$ cat src/rtl/bram_arbiter_if.sv
// ----------------------------------------------------------------------------
// bram_arbiter_if
// Purpose : request/response bundle between one requester and the bram
//           arbiter. One instance is used per requester port.
// Signals : req    - request, held with we/addr/wdata until gnt
//           we     - write (1) / read (0)
//           addr   - word address
//           wdata  - write data
//           gnt    - request accepted this cycle (combinational)
//           rvalid - read data valid, one-cycle pulse
//           rdata  - read data, holds its last value while rvalid=0
// Modports: master - the requester side
//           slave  - the arbiter side
// ----------------------------------------------------------------------------
interface bram_arbiter_if #(
    parameter int RAM_WIDTH     = 32,
    parameter int RAM_ADDR_BITS = 9
);
    logic                     req;
    logic                     we;
    logic [RAM_ADDR_BITS-1:0] addr;
    logic [RAM_WIDTH-1:0]     wdata;
    logic                     gnt;
    logic                     rvalid;
    logic [RAM_WIDTH-1:0]     rdata;

    modport master (
        output req, we, addr, wdata,
        input  gnt, rvalid, rdata
    );

    modport slave (
        input  req, we, addr, wdata,
        output gnt, rvalid, rdata
    );
endinterface

$ cat src/rtl/bram_arbiter.sv
// ----------------------------------------------------------------------------
// bram_arbiter
// Purpose : shares one single-port synchronous bram between two requesters
//           (A and B). The winning request is registered onto the bram
//           control/address/data inputs; read data comes back two cycles
//           after the grant with a one-cycle valid strobe to the issuer.
// Ports   : clock        - system clock, rising edge
//           reset        - asynchronous, active-high
//           a_port       - requester A (bram_arbiter_if.slave)
//           b_port       - requester B (bram_arbiter_if.slave)
//           ram_enable   - to bram enable
//           write_enable - to bram write enable
//           address      - to bram address
//           input_data   - to bram write data
//           output_data  - from bram read data
// Config  : BRAM_ARB_FIXED_PRIORITY_EN - when defined, A always wins
//           contention; otherwise contention is resolved round-robin.
// ----------------------------------------------------------------------------
module bram_arbiter #(
    parameter int RAM_WIDTH     = 32,
    parameter int RAM_ADDR_BITS = 9
) (
    input  logic                     clock,
    input  logic                     reset,
    bram_arbiter_if.slave            a_port,
    bram_arbiter_if.slave            b_port,
    output logic                     ram_enable,
    output logic                     write_enable,
    output logic [RAM_ADDR_BITS-1:0] address,
    output logic [RAM_WIDTH-1:0]     input_data,
    input  logic [RAM_WIDTH-1:0]     output_data
);

    typedef enum logic {
        PORT_A = 1'b0,
        PORT_B = 1'b1
    } port_e;

    logic                     grant_a;
    logic                     grant_b;
    port_e                    last_grant_q, last_grant_d;
    logic                     ram_enable_q, ram_enable_d;
    logic                     write_enable_q, write_enable_d;
    logic [RAM_ADDR_BITS-1:0] address_q, address_d;
    logic [RAM_WIDTH-1:0]     input_data_q, input_data_d;
    logic                     issue_valid_q, issue_valid_d;
    port_e                    issue_owner_q, issue_owner_d;
    logic                     rd_valid_q, rd_valid_d;
    port_e                    rd_owner_q, rd_owner_d;
    logic                     a_rvalid, b_rvalid;
    logic [RAM_WIDTH-1:0]     a_rdata_q, a_rdata_d;
    logic [RAM_WIDTH-1:0]     b_rdata_q, b_rdata_d;

    // Grant selection. Grants are suppressed while reset is held so that no
    // requester believes its request was consumed during reset.
    always_comb begin
        grant_a = 1'b0;
        grant_b = 1'b0;
        if (!reset) begin
`ifdef BRAM_ARB_FIXED_PRIORITY_EN
            grant_a = a_port.req;
            grant_b = b_port.req && !a_port.req;
`else
            if (a_port.req && b_port.req) begin
                // The port that did not win last time gets this one.
                grant_a = (last_grant_q == PORT_B);
                grant_b = (last_grant_q == PORT_A);
            end else begin
                grant_a = a_port.req;
                grant_b = b_port.req;
            end
`endif
        end
    end

    // Issue and return stage next-state. Address/data hold when idle so the
    // bram inputs only toggle on real accesses. Only reads enter the return
    // pipeline; writes have no response.
    always_comb begin
        ram_enable_d   = 1'b0;
        write_enable_d = 1'b0;
        address_d      = address_q;
        input_data_d   = input_data_q;
        issue_valid_d  = 1'b0;
        issue_owner_d  = issue_owner_q;
        last_grant_d   = last_grant_q;
        if (grant_a) begin
            ram_enable_d   = 1'b1;
            write_enable_d = a_port.we;
            address_d      = a_port.addr;
            input_data_d   = a_port.wdata;
            issue_valid_d  = !a_port.we;
            issue_owner_d  = PORT_A;
            last_grant_d   = PORT_A;
        end else if (grant_b) begin
            ram_enable_d   = 1'b1;
            write_enable_d = b_port.we;
            address_d      = b_port.addr;
            input_data_d   = b_port.wdata;
            issue_valid_d  = !b_port.we;
            issue_owner_d  = PORT_B;
            last_grant_d   = PORT_B;
        end

        // Covers the bram's one-cycle read latency.
        rd_valid_d = issue_valid_q;
        rd_owner_d = issue_owner_q;

        a_rvalid  = rd_valid_q && (rd_owner_q == PORT_A);
        b_rvalid  = rd_valid_q && (rd_owner_q == PORT_B);
        // bram output is passed straight through on the valid cycle and
        // captured so rdata keeps that value afterwards.
        a_rdata_d = a_rvalid ? output_data : a_rdata_q;
        b_rdata_d = b_rvalid ? output_data : b_rdata_q;
    end

    // State registers. last_grant resets to B so A wins the first contention.
    always_ff @(posedge clock or posedge reset) begin
        if (reset) begin
            last_grant_q   <= PORT_B;
            ram_enable_q   <= 1'b0;
            write_enable_q <= 1'b0;
            address_q      <= '0;
            input_data_q   <= '0;
            issue_valid_q  <= 1'b0;
            issue_owner_q  <= PORT_A;
            rd_valid_q     <= 1'b0;
            rd_owner_q     <= PORT_A;
            a_rdata_q      <= '0;
            b_rdata_q      <= '0;
        end else begin
            last_grant_q   <= last_grant_d;
            ram_enable_q   <= ram_enable_d;
            write_enable_q <= write_enable_d;
            address_q      <= address_d;
            input_data_q   <= input_data_d;
            issue_valid_q  <= issue_valid_d;
            issue_owner_q  <= issue_owner_d;
            rd_valid_q     <= rd_valid_d;
            rd_owner_q     <= rd_owner_d;
            a_rdata_q      <= a_rdata_d;
            b_rdata_q      <= b_rdata_d;
        end
    end

    assign a_port.gnt    = grant_a;
    assign b_port.gnt    = grant_b;
    assign a_port.rvalid = a_rvalid;
    assign b_port.rvalid = b_rvalid;
    assign a_port.rdata  = a_rdata_d;
    assign b_port.rdata  = b_rdata_d;

    assign ram_enable    = ram_enable_q;
    assign write_enable  = write_enable_q;
    assign address       = address_q;
    assign input_data    = input_data_q;

endmodule

$ cat src/flat_wrapper.sv
// flat-port wrapper written by rule: the top's interface ports become plain ports
module bram_arbiter_flat 
#(
    parameter int RAM_WIDTH     = 32,
    parameter int RAM_ADDR_BITS = 9
)
  (clock, reset, ram_enable, write_enable, address, input_data, output_data, a_port_req, a_port_we, a_port_addr, a_port_wdata, a_port_gnt, a_port_rvalid, a_port_rdata, b_port_req, b_port_we, b_port_addr, b_port_wdata, b_port_gnt, b_port_rvalid, b_port_rdata);
  bram_arbiter_if #(.RAM_WIDTH(RAM_WIDTH), .RAM_ADDR_BITS(RAM_ADDR_BITS)) a_port_i ();
  bram_arbiter_if #(.RAM_WIDTH(RAM_WIDTH), .RAM_ADDR_BITS(RAM_ADDR_BITS)) b_port_i ();
  input  logic clock;
  input  logic reset;
  output logic ram_enable;
  output logic write_enable;
  output logic [RAM_ADDR_BITS-1:0] address;
  output logic [RAM_WIDTH-1:0] input_data;
  input  logic [RAM_WIDTH-1:0] output_data;
  input wire logic [$bits(a_port_i.req)-1:0] a_port_req;
  input wire logic [$bits(a_port_i.we)-1:0] a_port_we;
  input wire logic [$bits(a_port_i.addr)-1:0] a_port_addr;
  input wire logic [$bits(a_port_i.wdata)-1:0] a_port_wdata;
  output wire logic [$bits(a_port_i.gnt)-1:0] a_port_gnt;
  output wire logic [$bits(a_port_i.rvalid)-1:0] a_port_rvalid;
  output wire logic [$bits(a_port_i.rdata)-1:0] a_port_rdata;
  input wire logic [$bits(b_port_i.req)-1:0] b_port_req;
  input wire logic [$bits(b_port_i.we)-1:0] b_port_we;
  input wire logic [$bits(b_port_i.addr)-1:0] b_port_addr;
  input wire logic [$bits(b_port_i.wdata)-1:0] b_port_wdata;
  output wire logic [$bits(b_port_i.gnt)-1:0] b_port_gnt;
  output wire logic [$bits(b_port_i.rvalid)-1:0] b_port_rvalid;
  output wire logic [$bits(b_port_i.rdata)-1:0] b_port_rdata;
  assign a_port_i.req = a_port_req;
  assign a_port_i.we = a_port_we;
  assign a_port_i.addr = a_port_addr;
  assign a_port_i.wdata = a_port_wdata;
  assign a_port_gnt = a_port_i.gnt;
  assign a_port_rvalid = a_port_i.rvalid;
  assign a_port_rdata = a_port_i.rdata;
  assign b_port_i.req = b_port_req;
  assign b_port_i.we = b_port_we;
  assign b_port_i.addr = b_port_addr;
  assign b_port_i.wdata = b_port_wdata;
  assign b_port_gnt = b_port_i.gnt;
  assign b_port_rvalid = b_port_i.rvalid;
  assign b_port_rdata = b_port_i.rdata;
  bram_arbiter #(.RAM_WIDTH(RAM_WIDTH), .RAM_ADDR_BITS(RAM_ADDR_BITS)) u_core (.clock(clock), .reset(reset), .a_port(a_port_i), .b_port(b_port_i), .ram_enable(ram_enable), .write_enable(write_enable), .address(address), .input_data(input_data), .output_data(output_data));
endmodule
$ cat config.mk
export PLATFORM = sky130hd
export DESIGN_NAME = bram_arbiter_flat
export DESIGN_NICKNAME = d
export VERILOG_FILES = /design/src/rtl/bram_arbiter_if.sv /design/src/rtl/bram_arbiter.sv /design/src/flat_wrapper.sv
export SDC_FILE = /design/constraint.sdc
export NUM_CORES = 1
export LEC_CHECK = 0
export BUFFER_PORTS_ARGS = -buffer_cell sky130_fd_sc_hd__buf_4
export CAP_MARGIN = 5
export CORE_UTILIZATION = 42
export CTS_CLUSTER_SIZE = 16
export DETAILED_ROUTE_END_ITERATION = 8
export GPL_ROUTABILITY_DRIVEN = 0
export PLACE_DENSITY = 0.79
export SKIP_LAST_GASP = 1
export SYNTH_ARGS = -nofsm -noshare
export SYNTH_HDL_FRONTEND = slang
export SYNTH_SLANG_ARGS = --single-unit
$ cat constraint.sdc
create_clock -name clock -period 2.2 [get_ports clock]
set_input_delay 0.33 -clock clock [delete_from_list [all_inputs] [get_ports clock]]
set_output_delay 0.33 -clock clock [all_outputs]
set_load 0.02 [all_outputs]
Word-level counts from Yosys, hierarchy flattened --
Index checks and enable logic that the tools add are counted.
Word-level totals: input bits 120, output and inout port bits 111, logic and storage cells 37, flip-flop bits (word level) 112
Operators by class: bitwise gates (word level) 2, muxes and demuxes 18, reductions and logical operators 6
Operators by type and width (count):
- $mux W32 | 4
- $mux W9 | 2
- $mux W1 | 12
- $logic_and A1 B1 Y1 | 3
- $logic_not A1 Y1 | 2
- $not A1 Y1 | 2
- $reduce_bool A2 Y1 | 1

Logic depth before layout (Yosys ltp) --
Gate-level depths: netlist (run 1).
word-level depth 5, mapped depth 7, mapped depth without buffers 5

Worst setup path before layout (run 1) --
Ideal clock, no wire load.
path type input port to flip-flop, start point in reset, end point reg u_core.address_q[0], in the netlist u_core.address[0], buffers on the path 1, stages on the path 4, required time 2.117 ns, setup time 0.083 ns, arrival time 2.421 ns, path slack -0.304 ns, cells stage by stage inv_2 -> buf_2 -> o2111ai_1 -> a31oi_1
On the way: word-level cells in the longest chain between the ends 2, elaborated cells on any way between the ends 4, those cells by class mux: 3; reduce/logical: 1
Ends and longest elaborated chain:
- start: declaration | line flat_wrapper.sv:11 | input logic reset;
- $mux W1 | line bram_arbiter.sv:59 | if (!reset) begin
- $mux W9 / $reduce_bool A2 Y1 (equally long branches)
- end signal: assignment | line bram_arbiter.sv:135 | address_q <= address_d;
- end: declaration | line bram_arbiter.sv:44 | logic [RAM_ADDR_BITS-1:0] address_q, address_d;
Several ways; a longest one is shown, not always the timed one. A chain may end at the register's enable or synchronous reset.

Final worst setup path (run 1) --
start point in reset, end point out a_port_gnt
On the way: word-level cells in the longest chain between the ends 1
Ends and longest elaborated chain:
- $mux W1 | line bram_arbiter.sv:59
- end: declaration | line flat_wrapper.sv:21 | output wire logic [$bits(a_port_i.gnt)-1:0] a_port_gnt;
Every way passes these cells.

==> results of run 1 <==
-- per-stage QoR --
stage          util, %  area, um2
2_1_floorplan        -       4860
3_3_place_gp      60.5       6670
3_5_place_dp      60.5       6670
4_1_cts           63.3       6990
5_1_grt           63.3       6990
6_report          63.3       6990
-- repair_timing --
action | 4_1_cts | 5_1_grt
setup buffers | 0 | 0
endpoints found under the hold margin | 10 | 0
hold buffers | 1 | 0
-- how the worst max path moves through the flow --
stage | cells after the start | from | end | slack [ns]
after global placement | 4 | u_core.rd_owner_q | a_port_rdata[1] | 0.56
after global routing | 3 | u_core.last_grant_q | a_port_gnt | 0.08
after CTS | 4 | u_core.rd_owner_q | a_port_rdata[1] | 0.16
after detailed placement | 7 | a_port_req | u_core.input_data[29] | 0.52
after floorplan | 4 | reset | u_core.address[1] | 0.37
final | 5 | reset | a_port_gnt | 0.17
-- cells in the final DEF, fill, tap and decap left out --
cell type | synthesis | final
sky130_fd_sc_hd__buf_12 | 0 | 4
sky130_fd_sc_hd__a31oi_1 | 41 | 41
sky130_fd_sc_hd__mux2_2 | 64 | 64
sky130_fd_sc_hd__bufinv_16 | 0 | 1
sky130_fd_sc_hd__o21ai_4 | 1 | 1
sky130_fd_sc_hd__dfrtp_1 | 111 | 111
sky130_fd_sc_hd__dfstp_2 | 1 | 1
sky130_fd_sc_hd__buf_4 | 4 | 238
sky130_fd_sc_hd__o21ai_1 | 6 | 6
sky130_fd_sc_hd__a21o_1 | 2 | 2
sky130_fd_sc_hd__clkinv_2 | 0 | 3
sky130_fd_sc_hd__o2111ai_1 | 42 | 42
sky130_fd_sc_hd__inv_6 | 0 | 2
sky130_fd_sc_hd__dlygate4sd3_1 | 0 | 1
sky130_fd_sc_hd__inv_1 | 1 | 1
sky130_fd_sc_hd__clkbuf_16 | 0 | 9
sky130_fd_sc_hd__clkbuf_8 | 0 | 2
sky130_fd_sc_hd__inv_2 | 3 | 2
sky130_fd_sc_hd__a211oi_1 | 1 | 1
sky130_fd_sc_hd__and3_1 | 1 | 1
sky130_fd_sc_hd__nand2_1 | 1 | 1
sky130_fd_sc_hd__nor2_1 | 42 | 42
sky130_fd_sc_hd__o21ai_0 | 36 | 36
sky130_fd_sc_hd__nor2b_4 | 1 | 2
sky130_fd_sc_hd__a21oi_1 | 1 | 1
sky130_fd_sc_hd__nand2b_2 | 1 | 1
-- layer usage --
metal,up-vias,global-route usage (%),share of wire [%]
met5,-,0,0
li1,1909,-,-
met1,2006,25.5,40
met3,13,6.28,9.4
met4,0,8.19,1.4
met2,211,36.9,49
-- worst register-to-register path: cells and delay by family, from the launching register on --
family,cells,cell delay [ns]
AOI/OAI and AO/OA,2,0.41
buffers and inverters,1,0.36
DFF,1,0.81
-- synth_stat cells (all sizes together) --
master,count,area [um2]
dfstp,1,26.3
a21oi,1,5.00
inv,4,15.0
a21o,2,15.0
dfrtp,111,2780
buf,25,179
clkbuf,17,65.1
nor2b,2,20.0
o21ai,43,226
o2111ai,42,368
and3,1,6.26
a211oi,1,7.51
nor2,42,158
a31oi,41,257
nand2,1,3.75
mux2,64,721
nand2b,1,8.76
-- final cells by class --
class | count | area (um2)
Fill cell | 858 | 4050
Sequential cell | 112 | 2800
Timing Repair Buffer | 243 | 1880
Multi-Input combinational cell | 241 | 1800
Clock buffer | 11 | 253
Tap cell | 140 | 175
Clock inverter | 5 | 53.8
Inverter | 4 | 20.0
-- logic make-up (layout without fill, tap and decap cells) --
family	after synthesis	in the layout	share of synthesized area [%]
muxes	64	64	14.8
DFF	112	112	57.7
and+or+nand+nor	47	47	4.04
buffers and inverters	46	263	5.33
AOI/OAI and AO/OA	130	130	18.1
-- registers in the layout, summed over array words and instances, names as in the netlist --
register,cells
u_core.a_rdata_q,32
u_core.address,9
u_core.b_rdata_q,32
u_core.input_data,32
u_core.issue_owner_q,1
u_core.issue_valid_q,1
u_core.last_grant_q,1
u_core.ram_enable,1
u_core.rd_owner_q,1
u_core.rd_valid_q,1
u_core.write_enable,1
-- power breakdown --
| group | internal [mW] | switching (mW) |
|---|---|---|
| registers | 2.55 | 0.176 |
| logic | 1.16 | 1.35 |
| clock network | 0.944 | 0.724 |
==> out/qor.json, run 1 <==
{
  "outcome": {"value": "finished clean"},
  "synth_seq_area_share": {"value": 57.7, "unit": "%"},
  "antenna_cells": {"value": 0},
  "route.vias.total": {"value": 4139},
  "die_width": {"value": 110, "unit": "um"},
  "place_hpwl": {"value": 9280, "unit": "um"},
  "worstPathCellList": {"value": "dlygate4sd3_1 > buf_4 > nand2b_2 > nor2_1 > buf_4"},
  "worstSkewPairLatency": {"value": 0.35, "unit": "ns"},
  "first_pass_iters": {"value": 4},
  "floorplan.initialDensity": {"value": 44.0, "unit": "%"},
  "syn_nets": {"value": 519},
  "reg2regPathDepth": {"value": 3},
  "cts_resized": {"value": 0},
  "setup-tns-final": {"value": 0, "unit": "ns"},
  "most_frequent_cell_on_the_critical_path": {"value": "sky130_fd_sc_hd__buf_4"},
  "critical_path_class": {"value": "in2out"},
  "timing.slew.headroom": {"value": 52.7, "unit": "%"},
  "critical_path.reg2reg.endpoint": {"value": "u_core.input_data[16]"},
  "drt-initial-drc-count": {"value": 230},
  "io-pin-count": {"value": 231},
  "worst-r2r-setup-slack": {"value": 0.54, "unit": "ns"},
  "hold_path_startpoint": {"value": "output_data[6]"},
  "die_y": {"value": 110, "unit": "um"},
  "maximum_number_of_pins_on_one_net_before_global_route_repair": {"value": 76},
  "cp.arrival": {"value": 1.70, "unit": "ns"},
  "tritoncts.num_buffers": {"value": 9},
  "synth.yosys.warnings": {"value": 0},
  "timing.final.crit_period": {"value": 2.03, "unit": "ns"},
  "drt-vias-per-instance": {"value": 5.47},
  "finalSetupViolations": {"value": 0},
  "critical_path.max_fanout": {"value": 18},
  "hold_path_depth": {"value": 2},
  "ir_drop": {"value": 0.699, "unit": "mV"},
  "reg2reg_from": {"value": "u_core.last_grant_q"},
  "worst_slack_at_placement": {"value": 0.517, "unit": "ns"},
  "static_leakage_power": {"value": 3.16, "unit": "nW"},
  "grt_usage": {"value": 21.5, "unit": "%"},
  "vias_in_the_first_global_route": {"value": 4081},
  "grt-ovfl-total": {"value": 0},
  "crit_buf_inv": {"value": 3},
  "layoutNonFillerInstCount": {"value": 756},
  "finalWirelength": {"value": 13100, "unit": "um"},
  "rsz0062_at_grt": {"value": "no"},
  "timing_worst_slew_pin_value": {"value": 0.710, "unit": "ns"},
  "ratio_of_cells_with_drive_above_1_in_the_final_layout": {"value": 53.6, "unit": "%"},
  "maxClockFrequency": {"value": 0.492, "unit": "GHz"},
  "cts_max_path_buffers": {"value": 2},
  "clk_transition_reported_paths": {"value": 0.07, "unit": "ns"},
  "netlist_area": {"value": 4860, "unit": "um2"},
  "power": {"value": 6.90, "unit": "mW"},
  "required": {"value": 1.87, "unit": "ns"},
  "cts_num_sinks": {"value": 112},
  "worst_setup_slack_final": {"value": 0.169, "unit": "ns"},
  "post_synth_inst_count": {"value": 399},
  "p_per_area": {"value": 987, "unit": "nW/um2"},
  "path_delay_family": {"value": "buffers and inverters"},
  "synth.lib_cells_used.distinct": {"value": 24},
  "area.growth.synth_to_final": {"value": 43.8, "unit": "%"},
  "cpMaxStageDelayCell": {"value": "sky130_fd_sc_hd__dlygate4sd3_1"},
  "timing.final.hold_violations": {"value": 0},
  "drv_cap": {"value": 0},
  "hold-path-endpoint": {"value": "u_core.b_rdata_q[6]"},
  "crit_path_end_kind": {"value": "output port"},
  "maxSlewViolCount": {"value": 0},
  "placement.io_buffers": {"value": 230},
  "fp.coreArea": {"value": 11000, "unit": "um2"},
  "postRouteAntennaNets": {"value": 0},
  "grt_antenna_before_repair": {"value": 0},
  "avgSynthCellArea": {"value": 12.2, "unit": "um2"},
  "finalNetCount": {"value": 731},
  "h-tree-depth": {"value": 3},
  "placed_cells": {"value": 739},
  "timing.critical_path.slowest_cell_delay": {"value": 0.55, "unit": "ns"},
  "route.detailed.wl_per_inst": {"value": 17.3, "unit": "um"},
  "num_rows": {"value": 38},
  "final.setup_skew": {"value": 0.00608, "unit": "ns"},
  "min_period_over_period": {"value": 92.3, "unit": "%"},
  "timing.hold.ws": {"value": 0.243, "unit": "ns"},
  "grt_pass1_wl": {"value": 19800, "unit": "um"},
  "die-area": {"value": 12000, "unit": "um2"},
  "cts_tree": {"value": "built"},
  "setup.worst_path.start_class": {"value": "input port"},
  "clk_root_buffer_cell": {"value": "sky130_fd_sc_hd__clkbuf_16"},
  "remaining_drc_errors": {"value": 0},
  "synth.ff_latch_count": {"value": 112},
  "worst_hold_path_type": {"value": "in2reg"}
}
No activity file was read; power rests on OpenSTA's default activity.
==> run 2, diff against run 1 <==
Settings changed: CORE_UTILIZATION 42 to 43, CTS_BUF_LIST from default to sky130_fd_sc_hd__clkbuf_2 sky130_fd_sc_hd__clkbuf_4 sky130_fd_sc_hd__clkbuf_8, PLACE_DENSITY 0.79 to 0.81.
==> run 2 against run 1 <==
  * Sequential share of layout area increased by 0.53 points
  * Maximum frequency down 5.2%
  * Clock power fell by 25%
  * Non-clock buffer count is the same
  * Clock-buffer cell count shrank 2
  * Largest power group unchanged
  * Combinational power about the same
  * Design area down 1.3%
==> out/qor.json, run 2 (synthesis gave the netlist of run 1 again) <==
{
  "outcome": {"value": "finished clean"},
  "grt_antenna_before_repair": {"value": 0},
  "clk_root_buffer_cell": {"value": "sky130_fd_sc_hd__clkbuf_8"},
  "vias_in_the_first_global_route": {"value": 4129},
  "cts_tree": {"value": "built"},
  "net-switching-power": {"value": 2.25, "unit": "mW"},
  "timing_worst_slew_pin_value": {"value": 0.558, "unit": "ns"},
  "finalWirelength": {"value": 13300, "unit": "um"},
  "power": {"value": 6.49, "unit": "mW"},
  "critical_path.max_fanout": {"value": 24},
  "static_leakage_power": {"value": 3.11, "unit": "nW"},
  "critical_path_class": {"value": "in2out"},
  "reg2regPathDepth": {"value": 4},
  "crit_path_end_kind": {"value": "output port"},
  "setup.worst_path.start_class": {"value": "input port"},
  "path_delay_family": {"value": "buffers and inverters"},
  "maxSlewViolCount": {"value": 0},
  "ir_drop": {"value": 0.579, "unit": "mV"},
  "die_width": {"value": 108, "unit": "um"},
  "fp.coreArea": {"value": 10900, "unit": "um2"},
  "drt-initial-drc-count": {"value": 225},
  "route.detailed.wl_per_inst": {"value": 17.6, "unit": "um"},
  "cpMaxStageDelayCell": {"value": "sky130_fd_sc_hd__dlygate4sd3_1"},
  "hold-path-endpoint": {"value": "u_core.a_rdata_q[8]"},
  "setup-tns-final": {"value": 0, "unit": "ns"},
  "finalNetCount": {"value": 731},
  "most_frequent_cell_on_the_critical_path": {"value": "sky130_fd_sc_hd__buf_4"},
  "critical_path.reg2reg.endpoint": {"value": "u_core.address[7]"},
  "h-tree-depth": {"value": 3},
  "die_y": {"value": 108, "unit": "um"},
  "place_hpwl": {"value": 9500, "unit": "um"},
  "rsz0062_at_grt": {"value": "no"},
  "grt_usage": {"value": 22.5, "unit": "%"},
  "antenna_cells": {"value": 0},
  "seqPwrFrac": {"value": 41.8, "unit": "%"},
  "required": {"value": 1.87, "unit": "ns"},
  "timing.final.crit_period": {"value": 2.14, "unit": "ns"},
  "cts_resized": {"value": 0},
  "crit_buf_inv": {"value": 3},
  "timing.critical_path.slowest_cell_delay": {"value": 0.55, "unit": "ns"},
  "drv_cap": {"value": 0},
  "timing.slew.headroom": {"value": 62.7, "unit": "%"},
  "cts_num_sinks": {"value": 112},
  "p_per_area": {"value": 941, "unit": "nW/um2"},
  "worstSkewPairLatency": {"value": 0.37, "unit": "ns"},
  "worst_hold_path_type": {"value": "in2reg"},
  "relative_contribution_of_combinational_cells_to_total_power": {"value": 39.0, "unit": "%"},
  "area.growth.synth_to_final": {"value": 41.9, "unit": "%"},
  "first_pass_iters": {"value": 4},
  "grt-ovfl-total": {"value": 0},
  "placement.io_buffers": {"value": 230},
  "maximum_number_of_pins_on_one_net_before_global_route_repair": {"value": 84},
  "route.vias.total": {"value": 4143},
  "remaining_drc_errors": {"value": 0},
  "min_period_over_period": {"value": 97.4, "unit": "%"},
  "worstPathCellList": {"value": "dlygate4sd3_1 > buf_4 > nand2b_2 > nor2_1 > buf_4"},
  "cell_internal_pwr": {"value": 4.24, "unit": "mW"},
  "postPlaceCellArea": {"value": 6680, "unit": "um2"},
  "die-area": {"value": 11700, "unit": "um2"},
  "commonest_non_fill_non_tap_cell_in_the_layout": {"value": "sky130_fd_sc_hd__buf_4"},
  "timing.final.hold_violations": {"value": 0},
  "ratio_of_cells_with_drive_above_1_in_the_final_layout": {"value": 53.6, "unit": "%"},
  "postRouteAntennaNets": {"value": 0},
  "worst-r2r-setup-slack": {"value": 0.74, "unit": "ns"},
  "most_used_cells_in_the_layout_excluding_fill_and_tap_cells": {"value": "237 x sky130_fd_sc_hd__buf_4, 111 x sky130_fd_sc_hd__dfrtp_1, 64 x sky130_fd_sc_hd__mux2_2, 42 x sky130_fd_sc_hd__o2111ai_1, 42 x sky130_fd_sc_hd__nor2_1"},
  "grt_pass1_wl": {"value": 20400, "unit": "um"},
  "reg2reg_from": {"value": "u_core.last_grant_q"},
  "floorplan.initialDensity": {"value": 44.4, "unit": "%"},
  "final.setup_skew": {"value": 0.00902, "unit": "ns"},
  "hold_path_depth": {"value": 2},
  "clk_transition_reported_paths": {"value": 0.11, "unit": "ns"},
  "maxClockFrequency": {"value": 0.467, "unit": "GHz"},
  "finalSetupViolations": {"value": 0},
  "p_sw_share": {"value": 34.7, "unit": "%"},
  "tritoncts.num_buffers": {"value": 9},
  "finalInstanceArea": {"value": 6890, "unit": "um2"},
  "drt-vias-per-instance": {"value": 5.48},
  "num_rows": {"value": 38},
  "hold_path_startpoint": {"value": "output_data[8]"},
  "share_clk_of_total_power": {"value": 19.2, "unit": "%"},
  "cts_max_path_buffers": {"value": 2},
  "cp.arrival": {"value": 1.81, "unit": "ns"},
  "io-pin-count": {"value": 231}
}
-- run 2: worst max path at each step --
stage                            endpoint  slack [ns]  startpoint  cells past startpoint
finish                         a_port_gnt        0.06       reset                      5
global route                   a_port_gnt        0.03       reset                      5
CTS                            a_port_gnt        0.12       reset                      5
detailed placement      u_core.address[7]        0.45  a_port_req                      7
global placement    u_core.input_data[21]        0.53  a_port_req                      7
floorplan               u_core.address[1]        0.37       reset                      4
-- run 2: layout make-up --
cell class	count	area, um2
Timing Repair Buffer	243	1890
Clock inverter	7	78.8
Multi-Input combinational cell	241	1800
Inverter	4	20.0
Clock buffer	9	124
Fill cell	856	4040
Sequential cell	112	2800
Tap cell	140	175
-- run 2: per-stage QoR --
step / setup WS [ns] / utilization (%) / cells / hold WS [ns]
after CTS: 0.120 / 63.0 / 756 / 0.197
after floorplan: 0.375 / - / 399 / 0.331
final: 0.0565 / 63.0 / 756 / 0.217
after detailed placement: 0.449 / 61.1 / 739 / 0.339
after global placement: 0.531 / 61.1 / 739 / 0.332
after global routing: 0.0264 / 63.0 / 756 / 0.197
-- run 2: worst reg2reg max path, delay by kind of cell (launching register included) --
family | cells | cell delay (ns)
flip-flops | 1 | 0.41
AO/OA/AOI/OAI | 2 | 0.29
AND/OR/NAND/NOR | 1 | 0.47
buffers and inverters | 1 | 0.22
-- run 2: layer usage --
metal  vias up  wire length (um)  GRT usage [%]
li1       1905                 -              -
met1      2035              5360           26.7
met2       189              6630           39.4
met3        14              1100           6.27
met4         0               195           7.05
met5         -                 0              0
-- run 2: timing repair --
action,in CTS,in global routing
buffers inserted,0,0
hold endpoints to repair,15,0
hold buffers,1,0
-- run 2: power by group through the flow --
| stage | Sequential, mW | Combinational, mW | Clock [mW] |
|---|---|---|---|
| floorplan | 2.83 | 1.31 | 0 |
| global placement | 2.72 | 2.48 | 0 |
| detailed placement | 2.76 | 2.55 | 0 |
| CTS | 2.72 | 2.55 | 1.29 |
| global route | 2.77 | 2.69 | 1.38 |
| finish | 2.71 | 2.53 | 1.25 |
